[src/rtl/bus_trace_monitor.sv]
`default_nettype none
// ============================================================================
// Module   : bus_trace_monitor
// Purpose  : Synthesizable watcher for the core<->memory bus. Ends a run
//            when the halt address is seen, enforces a RUN-cycle budget,
//            and logs MMIO-window accesses into a small trace FIFO that is
//            drained through a valid/ready port.
// Build    : define BUS_TRACE_READ_LOG_EN to also log MMIO reads
//            (trace_we=0, trace_data=bus_rdata). Otherwise only writes
//            are logged.
// Ports    : clk, reset          - clock, synchronous active-high reset
//            arm                 - pulse; starts a run from IDLE/HALTED/TIMEOUT
//            bus_address/we/wdata/rdata - observed bus
//            trace_valid/ready   - FIFO head handshake
//            trace_we/addr/data  - FIFO head entry (zero when empty)
//            running/halted/timed_out - state flags
//            overflow            - sticky, a capture was dropped this run
//            cycle_count         - RUN cycles elapsed (saturating)
//            mmio_count          - captures accepted this run (saturating)
// Revision : 1.0 - initial release
// ============================================================================
module bus_trace_monitor #(
  parameter int                ADDR_W         = 32,
  parameter int                DATA_W         = 32,
  parameter logic [ADDR_W-1:0] HALT_ADDR      = 32'h0000_0FFC,
  parameter int                MMIO_BIT       = 11,
  parameter int                TIMEOUT_CYCLES = 2000,
  parameter int                FIFO_DEPTH     = 8
) (
  input  logic              clk,
  input  logic              reset,
  input  logic              arm,
  input  logic [ADDR_W-1:0] bus_address,
  input  logic              bus_we,
  input  logic [DATA_W-1:0] bus_wdata,
  input  logic [DATA_W-1:0] bus_rdata,
  output logic              trace_valid,
  input  logic              trace_ready,
  output logic              trace_we,
  output logic [ADDR_W-1:0] trace_addr,
  output logic [DATA_W-1:0] trace_data,
  output logic              running,
  output logic              halted,
  output logic              timed_out,
  output logic              overflow,
  output logic [31:0]       cycle_count,
  output logic [15:0]       mmio_count
);

  localparam int               c_AW           = $clog2(FIFO_DEPTH);
  localparam int               c_PW           = c_AW + 1;
  localparam int               c_EW           = 1 + ADDR_W + DATA_W;
  localparam logic [31:0]      c_TIMEOUT_LAST = 32'(TIMEOUT_CYCLES - 1);
  localparam logic [c_PW-1:0]  c_PTR_ONE      = c_PW'(1);

  typedef enum logic [1:0] {
    S_IDLE    = 2'd0,
    S_RUN     = 2'd1,
    S_HALTED  = 2'd2,
    S_TIMEOUT = 2'd3
  } state_t;

  state_t           r_state;
  logic [31:0]      r_cycle_count;
  logic [15:0]      r_mmio_count;
  logic             r_overflow;
  logic [c_EW-1:0]  r_mem [FIFO_DEPTH];
  logic [c_PW-1:0]  r_wr_ptr;
  logic [c_PW-1:0]  r_rd_ptr;

  logic             w_dir_ok;
  logic             w_hit_halt;
  logic             w_capture;
  logic             w_empty;
  logic             w_full;
  logic             w_pop;
  logic             w_push;
  logic             w_drop;
  logic             w_timeout_hit;
  logic [DATA_W-1:0] w_cap_data;
  logic [c_EW-1:0]  w_head;

`ifdef BUS_TRACE_READ_LOG_EN
  assign w_dir_ok = 1'b1;
`else
  assign w_dir_ok = bus_we;
`endif

  assign w_hit_halt    = (bus_address == HALT_ADDR);
  // The halt access itself is never logged; capture uses the state at the
  // start of the cycle, so the arming edge never captures.
  assign w_capture     = (r_state == S_RUN) && bus_address[MMIO_BIT] &&
                         !w_hit_halt && w_dir_ok;
  assign w_cap_data    = bus_we ? bus_wdata : bus_rdata;
  assign w_timeout_hit = (r_cycle_count == c_TIMEOUT_LAST);

  // Pointers carry one extra wrap bit: equal -> empty, MSB differs with
  // equal index -> full.
  assign w_empty = (r_wr_ptr == r_rd_ptr);
  assign w_full  = (r_wr_ptr[c_AW] != r_rd_ptr[c_AW]) &&
                   (r_wr_ptr[c_AW-1:0] == r_rd_ptr[c_AW-1:0]);
  assign w_pop   = !w_empty && trace_ready;
  // A pop in the same cycle frees the slot, so a full FIFO still accepts.
  assign w_push  = w_capture && (!w_full || w_pop);
  assign w_drop  = w_capture && w_full && !w_pop;

  assign w_head  = r_mem[r_rd_ptr[c_AW-1:0]];

  // Storage needs no reset: the head is masked while the FIFO is empty.
  always_ff @(posedge clk) begin
    if (w_push) begin
      r_mem[r_wr_ptr[c_AW-1:0]] <= {bus_we, bus_address, w_cap_data};
    end
  end

  always_ff @(posedge clk) begin
    if (reset) begin
      r_state       <= S_IDLE;
      r_wr_ptr      <= '0;
      r_rd_ptr      <= '0;
      r_cycle_count <= '0;
      r_mmio_count  <= '0;
      r_overflow    <= 1'b0;
    end else begin
      if (w_pop) begin
        r_rd_ptr <= r_rd_ptr + c_PTR_ONE;
      end
      if (w_push) begin
        r_wr_ptr <= r_wr_ptr + c_PTR_ONE;
      end

      case (r_state)
        S_RUN: begin
          if (w_push && (r_mmio_count != 16'hFFFF)) begin
            r_mmio_count <= r_mmio_count + 16'd1;
          end
          if (w_drop) begin
            r_overflow <= 1'b1;
          end
          // Halt has priority over the budget. The edge that ends the run
          // does not advance the count, so a timed-out run reads
          // TIMEOUT_CYCLES-1.
          if (w_hit_halt) begin
            r_state <= S_HALTED;
          end else if (w_timeout_hit) begin
            r_state <= S_TIMEOUT;
          end else if (r_cycle_count != 32'hFFFF_FFFF) begin
            r_cycle_count <= r_cycle_count + 32'd1;
          end
        end
        default: begin
          // Arming clears the run statistics but keeps queued trace
          // entries so the consumer can still drain them.
          if (arm) begin
            r_state       <= S_RUN;
            r_cycle_count <= '0;
            r_mmio_count  <= '0;
            r_overflow    <= 1'b0;
          end
        end
      endcase
    end
  end

  assign trace_valid = !w_empty;
  assign {trace_we, trace_addr, trace_data} = w_empty ? '0 : w_head;

  assign running     = (r_state == S_RUN);
  assign halted      = (r_state == S_HALTED);
  assign timed_out   = (r_state == S_TIMEOUT);
  assign overflow    = r_overflow;
  assign cycle_count = r_cycle_count;
  assign mmio_count  = r_mmio_count;

endmodule
`default_nettype wire

[config.mk]
export PLATFORM = sky130hd
export DESIGN_NAME = bus_trace_monitor
export DESIGN_NICKNAME = d
export VERILOG_FILES = /design/src/rtl/bus_trace_monitor.sv
export SDC_FILE = /design/constraint.sdc
export NUM_CORES = 1
export LEC_CHECK = 0
export CAP_MARGIN = 20
export CORE_MARGIN = 4
export CORE_UTILIZATION = 57
export DETAILED_ROUTE_END_ITERATION = 8
export PLACE_DENSITY = 0.79
export SETUP_SLACK_MARGIN = 0.5
export SLEW_MARGIN = 20
export SYNTH_ARGS = -nofsm -noshare
export SYNTH_HDL_FRONTEND = slang
export SYNTH_SLANG_ARGS = --single-unit
export TNS_END_PERCENT = 1
[constraint.sdc]
create_clock -name clk -period 8.5 [get_ports clk]
set_input_delay 0.85 -clock clk [delete_from_list [all_inputs] [get_ports clk]]
set_output_delay 0.85 -clock clk [all_outputs]
set_load 0.05 [all_outputs]
== Yosys cells after proc, flatten, opt, wreduce, memory -nomap -nowiden ==
Memory sizes are Yosys's and may differ from the RTL's. A register that Yosys moved wholly into a read port is not among the register bits.
Cells that the tools add are included.
W data, S select, Z words.

* Add/subtract/negate cells: 4
* Equality and inequality tests: 16
* Mux-type cells: 21
* Reduce and logical (&&, ||, !) cells: 19

{| class="wikitable"
|+ Operator list
! kind !! count
|-
| $mux W32 || 6
|-
| $mux W65 || 1
|-
| $mux W16 || 3
|-
| $add A32 B1 Y32 const B || 1
|-
| $eq A32 B11 Y1 const B || 1
|-
| $eq A32 B12 Y1 const B || 1
|-
| $ne A32 B32 Y1 const B || 1
|-
| $add A16 B1 Y16 const B || 1
|-
| $ne A16 B16 Y1 const B || 1
|-
| $logic_and A1 B1 Y1 || 9
|-
| $add A4 B1 Y4 const B || 2
|-
| $mux W2 || 4
|-
| $mux W3 || 2
|-
| $ne A2 B1 Y1 const B || 3
|-
| $reduce_and A2 Y1 || 3
|-
| $mux W1 || 5
|-
| $eq A2 B2 Y1 const B || 2
|-
| $eq A4 B4 Y1 || 1
|-
| $logic_not A1 Y1 || 4
|-
| $ne A2 B2 Y1 const B || 2
|-
| $reduce_and A4 Y1 || 1
|-
| $eq A3 B3 Y1 || 1
|-
| $ne A3 B1 Y1 const B || 1
|-
| $eq A2 B1 Y1 const B || 1
|-
| other kinds (3) || 3
|}

* Bits in registers: 59
* Memory bits (writable): 520
* Input port bits: 101
* Output and inout port bits: 118
* Word-level logic and storage cells: 67
* Memories kept: 1

{| class="wikitable"
|+ Memories
! memory !! depth !! bits a word !! rd ports !! clocked after memory_dff !! wr ports !! RTL line !! RTL
|-
| r_mem || 8 || 65 || 1 || 1 || 1 || 67 || <nowiki>logic [c_EW-1:0] r_mem [FIFO_DEPTH];</nowiki>
|}

== Depth between registers and ports, before layout ==
* Word-level depth: 8
* Mapped depth: 10
* Mapped depth without buffers: 7

== Least setup slack after synthesis ==
OpenSTA, ideal clock, no wires.

* Kind: input to register
* Start: in bus_address[6]
* End: mem r_mem[4][0] in the netlist's numbering, enable pin
* Setup time: 582 ps
* Arrival: 6689 ps
* Path slack: 1229 ps
* Stages: 6
* Buffers on the path: 0
* Cells stage by stage: and4_1 -> nand4_1 -> o31ai_1 -> nor3_1 -> nand2b_1 -> nor3b_1

* Word-level cells in the longest chain between the ends: 7

{| class="wikitable"
|+ Ends and longest elaborated chain
! what !! RTL line !! RTL
|-
| from (decl) || 33 || <nowiki>input logic [ADDR_W-1:0] bus_address,</nowiki>
|-
| $eq A32 B12 Y1 || 89 || <nowiki>assign w_hit_halt = (bus_address == HALT_ADDR);</nowiki>
|-
| $logic_not A1 Y1 || 93 || <nowiki>!w_hit_halt && w_dir_ok;</nowiki>
|-
| $logic_and A1 B1 Y1 || 92 || <nowiki>assign w_capture = (r_state == S_RUN) && bus_address[MMIO_BIT] &&</nowiki>
|-
| $logic_and A1 B1 Y1 || 93 ||
|-
| $logic_and A1 B1 Y1 || 104 || <nowiki>assign w_push = w_capture && (!w_full || w_pop);</nowiki>
|-
| $mux W1 || 111 || <nowiki>if (w_push) begin</nowiki>
|-
| $mux W1 (not written as such) || 112 || <nowiki>r_mem[r_wr_ptr[c_AW-1:0]] <= {bus_we, bus_address, w_cap_data};</nowiki>
|-
| to (decl) || 67 ||
|}

No other way between the ends.

== Worst setup path after layout ==
* Start: reg r_wr_ptr[2]
* End: out trace_data[2]

* Word-level cells in the longest chain between the ends: 2

{| class="wikitable"
|+ Ends and longest elaborated chain
! what !! RTL line !! RTL
|-
| from (decl) || 68 || <nowiki>logic [c_PW-1:0] r_wr_ptr;</nowiki>
|-
| from (signal assigned) || 129 || <nowiki>r_wr_ptr <= r_wr_ptr + c_PTR_ONE;</nowiki>
|-
| $eq A4 B4 Y1 || 99 || <nowiki>assign w_empty = (r_wr_ptr == r_rd_ptr);</nowiki>
|-
| $mux W65 || 166 || <nowiki>assign {trace_we, trace_addr, trace_data} = w_empty ? '0 : w_head;</nowiki>
|-
| to (decl) || 41 || <nowiki>output logic [DATA_W-1:0] trace_data,</nowiki>
|}

No other way between the ends.

==> results.py <==
metrics = {
    "run_status": {
        "outcome": "complete, no violations",
    },
    "finish": {
        "ff_latch_area_mm2": 0.0169,
        "drive_gt1_frac": 0.180,
        "antenna_cells": 0,
        "nFillCells": 2507,
        "final_cell_mix": "edfxtp_1, clkdlybuf4s50_1, mux4_2, nor2_1, mux2i_1",
        "final_core_util": 0.696,
        "area_growth_pct": 19.6,
        "multi_input_area_mm2": 0.00619,
        "final_nets": 1604,
        "final_common_cell": "edfxtp_1",
    },
    "critical_path": {
        "r2r-end": "r_mem[6][28]",
        "worst-path-buf-inv": 2,
        "criticalPathCategory": "reg2out",
        "path_cells": "xnor2_1, nand3_1, nor2_4, buf_4, nor2_1, clkdlybuf4s50_1",
        "required_ns": 7.65,
        "r2r-start": "r_wr_ptr[2]",
        "critPathMaxFanout": 38,
        "reg2regPathDepth": 7,
        "arrival_ns": 3.96,
        "r2r_setup_slack_ns": 4.82,
        "cpMaxStageDelayCell": "nor2_4",
        "critPathCaptureType": "output port",
        "crit_family": "buffers and inverters",
        "critPathMaxStageDelay_ns": 0.77,
        "critPathLaunchType": "flip-flop",
    },
    "sta": {
        "fin_crit_sh": 0.566,
        "maxSlewViolCount": 0,
        "finalHoldViolCount": 0,
        "fin_hold_ws_ns": 0.502,
        "period_minus_slack_ns": 4.81,
        "max_freq_mhz": 208,
        "setup_viol": 0,
        "rsz0062_at_grt": "no",
        "worstMarginPinSlew_ns": 1.12,
        "finalSetupTns_ns": 0,
        "relSlewSlack": 0.254,
        "skew_ns": 0.0126,
    },
    "synthesis": {
        "synth_edf_count": 520,
        "yosysSeqAreaShare": 0.722,
        "netlist_area_mm2": 0.0233,
        "synthCells": 1269,
        "synth_ff_type": "edfxtp_1",
        "yosysWarnings": 0,
        "synth_seq_cells": 582,
        "synth_fp_nets": 1374,
        "synth_area_per_cell_um2": 18.4,
        "postSynth.asyncResetShare": 0,
        "ys_types": 50,
    },
    "placement": {
        "dp_hpwl_um": 27800,
        "port_buffers": 218,
        "gp_congestion": 0.834,
    },
    "power": {
        "pwr-share-clk": 0.390,
        "comb_power_share": 0.080,
        "sequentialPowerShare": 0.530,
        "net-switching-power_mw": 1.28,
        "p_sw_frac": 0.215,
        "leakagePower_nw": 8.45,
        "peakVddDrop_v": 0.000188,
        "internal_power_mw": 4.66,
        "p_per_area_mw_per_mm2": 213,
    },
    "route": {
        "drtPass1Iterations": 5,
        "initialDrtViolationCount": 965,
        "wirelength_um": 49000,
        "drc": 0,
        "avgViaCountPerCell": 6.15,
        "wl_per_cell_um": 23.7,
        "route.vias.total": 12700,
        "final_antenna_net_count": 0,
    },
    "grt": {
        "overflow": 0,
        "grt_first_pass_wirelength_um": 75700,
        "antenna_found_initial": 1,
        "grt_max_degree": 81,
        "track_usage": 0.222,
        "grt_pass1_vias": 13000,
    },
    "die": {
        "start_util": 0.582,
        "die_y_um": 210,
        "ioPinCount": 219,
        "core_area_mm2": 0.0401,
        "fp.dieArea_mm2": 0.0442,
        "dieWidth_um": 210,
        "row_count": 73,
    },
    "run": {
        "cap_viol_max_count": 0,
    },
    "clocking": {
        "cts_tree": "done",
        "root_buffer": "clkbuf_16",
        "numCtsBuffers": 55,
        "clk_pin_slew_ns": 0.06,
        "cts_hold_buf": 0,
        "clockBufferDepth": 3,
        "cts-resized-gates": 0,
        "cts.sinks": 582,
        "htree_levels": 2,
        "worstSkewPairLatency_ns": 0.59,
        "postCtsSetupBuffers": 0,
    },
    "hold_path": {
        "worstHoldStart": "cycle_count[24]",
        "hold_class": "reg2reg",
        "whs_path_depth": 2,
        "hold_end": "cycle_count[24]",
    },
}
-- flip-flops by register name (all words and copies together), names as in the netlist, named ones only --
signal and cells:
overflow 1, r_rd_ptr 4, r_mem 520, mmio_count 16, r_wr_ptr 4, r_state 2, cycle_count 32
-- cell usage after synthesis, types with 8 or more instances --
library cell	number	area [um2]
inv_1	11	41.3
mux2_2	32	360
clkbuf_1	40	150
o21ai_0	14	70.1
o31ai_1	16	120
mux2i_1	72	721
mux4_2	130	2930
a21oi_1	33	165
xnor2_1	9	78.8
or4_1	18	135
a31oi_1	9	56.3
edfxtp_1	520	15600
nand4_1	14	87.6
buf_1	10	37.5
or3_1	8	50.1
nand2_1	39	146
nor4_1	15	93.8
nand3_1	27	135
nand2b_1	12	75.1
buf_2	15	75.1
nor2_1	91	342
dfxtp_1	62	1240
-- kinds of logic after synthesis --
kind of cell / share of synthesized area
xor+xnor: 0.00488
fa+ha+maj: 0.00214
simple gates: 0.0610
flops: 0.722
buf+inv: 0.0145
compound gates: 0.0233
mux: 0.172
-- metrics by stage --
stage / worst slack [ns] / total power [mW] / area (um2) / cells
3_3_place_gp: 3.67 / 3.67 / 26100 / 1962
4_1_cts: 3.46 / 5.98 / 27800 / 2062
2_1_floorplan: 1.23 / 3.50 / 23300 / 1269
6_report: 3.69 / 5.93 / 27900 / 2066
5_1_grt: 3.43 / 6.13 / 27900 / 2066
3_5_place_dp: 3.62 / 3.68 / 26100 / 1963
-- worst max-delay path by stage --
stage | start | end | slack, ns | cells past startpoint
detailed placement | bus_address[11] | r_mem[6][12] | 3.62 | 8
global placement | bus_address[11] | r_mem[6][12] | 3.67 | 8
CTS | flip-flop | trace_data[23] | 3.46 | 5
finish | r_wr_ptr[2] | trace_data[2] | 3.69 | 6
floorplan | bus_address[6] | r_mem[4][0] | 1.23 | 6
global route | r_wr_ptr[1] | trace_data[2] | 3.43 | 6
-- worst register-to-register path: stages (launching register included) --
cell and delay (ns):
dfxtp_1 0.57, xnor2_1 0.12, nand3_1 0.22, nor2_1 0.16
nor3_1 0.50, nand2b_1 0.29, nor2_4 0.75, buf_4 0.66
-- per-layer routing --
layer	share of wire	track usage
met5	0.00041	0
met4	0.021	0.0545
met3	0.069	0.0467
met2	0.50	0.359
met1	0.41	0.318
-- power groups by stage --
| stage | registers, mW | logic, mW | clock network [mW] |
|---|---|---|---|
| floorplan | 3.20 | 0.297 | 0 |
| global route | 3.15 | 0.505 | 2.48 |
| CTS | 3.15 | 0.468 | 2.36 |
| detailed placement | 3.22 | 0.466 | 0 |
| finish | 3.15 | 0.473 | 2.31 |
| global placement | 3.21 | 0.457 | 0 |
-- cell type report --
cell class / instances / share of cell area
Clock buffer: 76 / 0.0544
Clock inverter: 23 / 0.00641
Inverter: 11 / 0.00148
Multi-Input combinational cell: 608 / 0.222
Sequential cell: 582 / 0.604
Tap cell: 525 / 0.0235
Timing Repair Buffer: 241 / 0.0880
No activity file was read; power rests on OpenSTA's default activity.
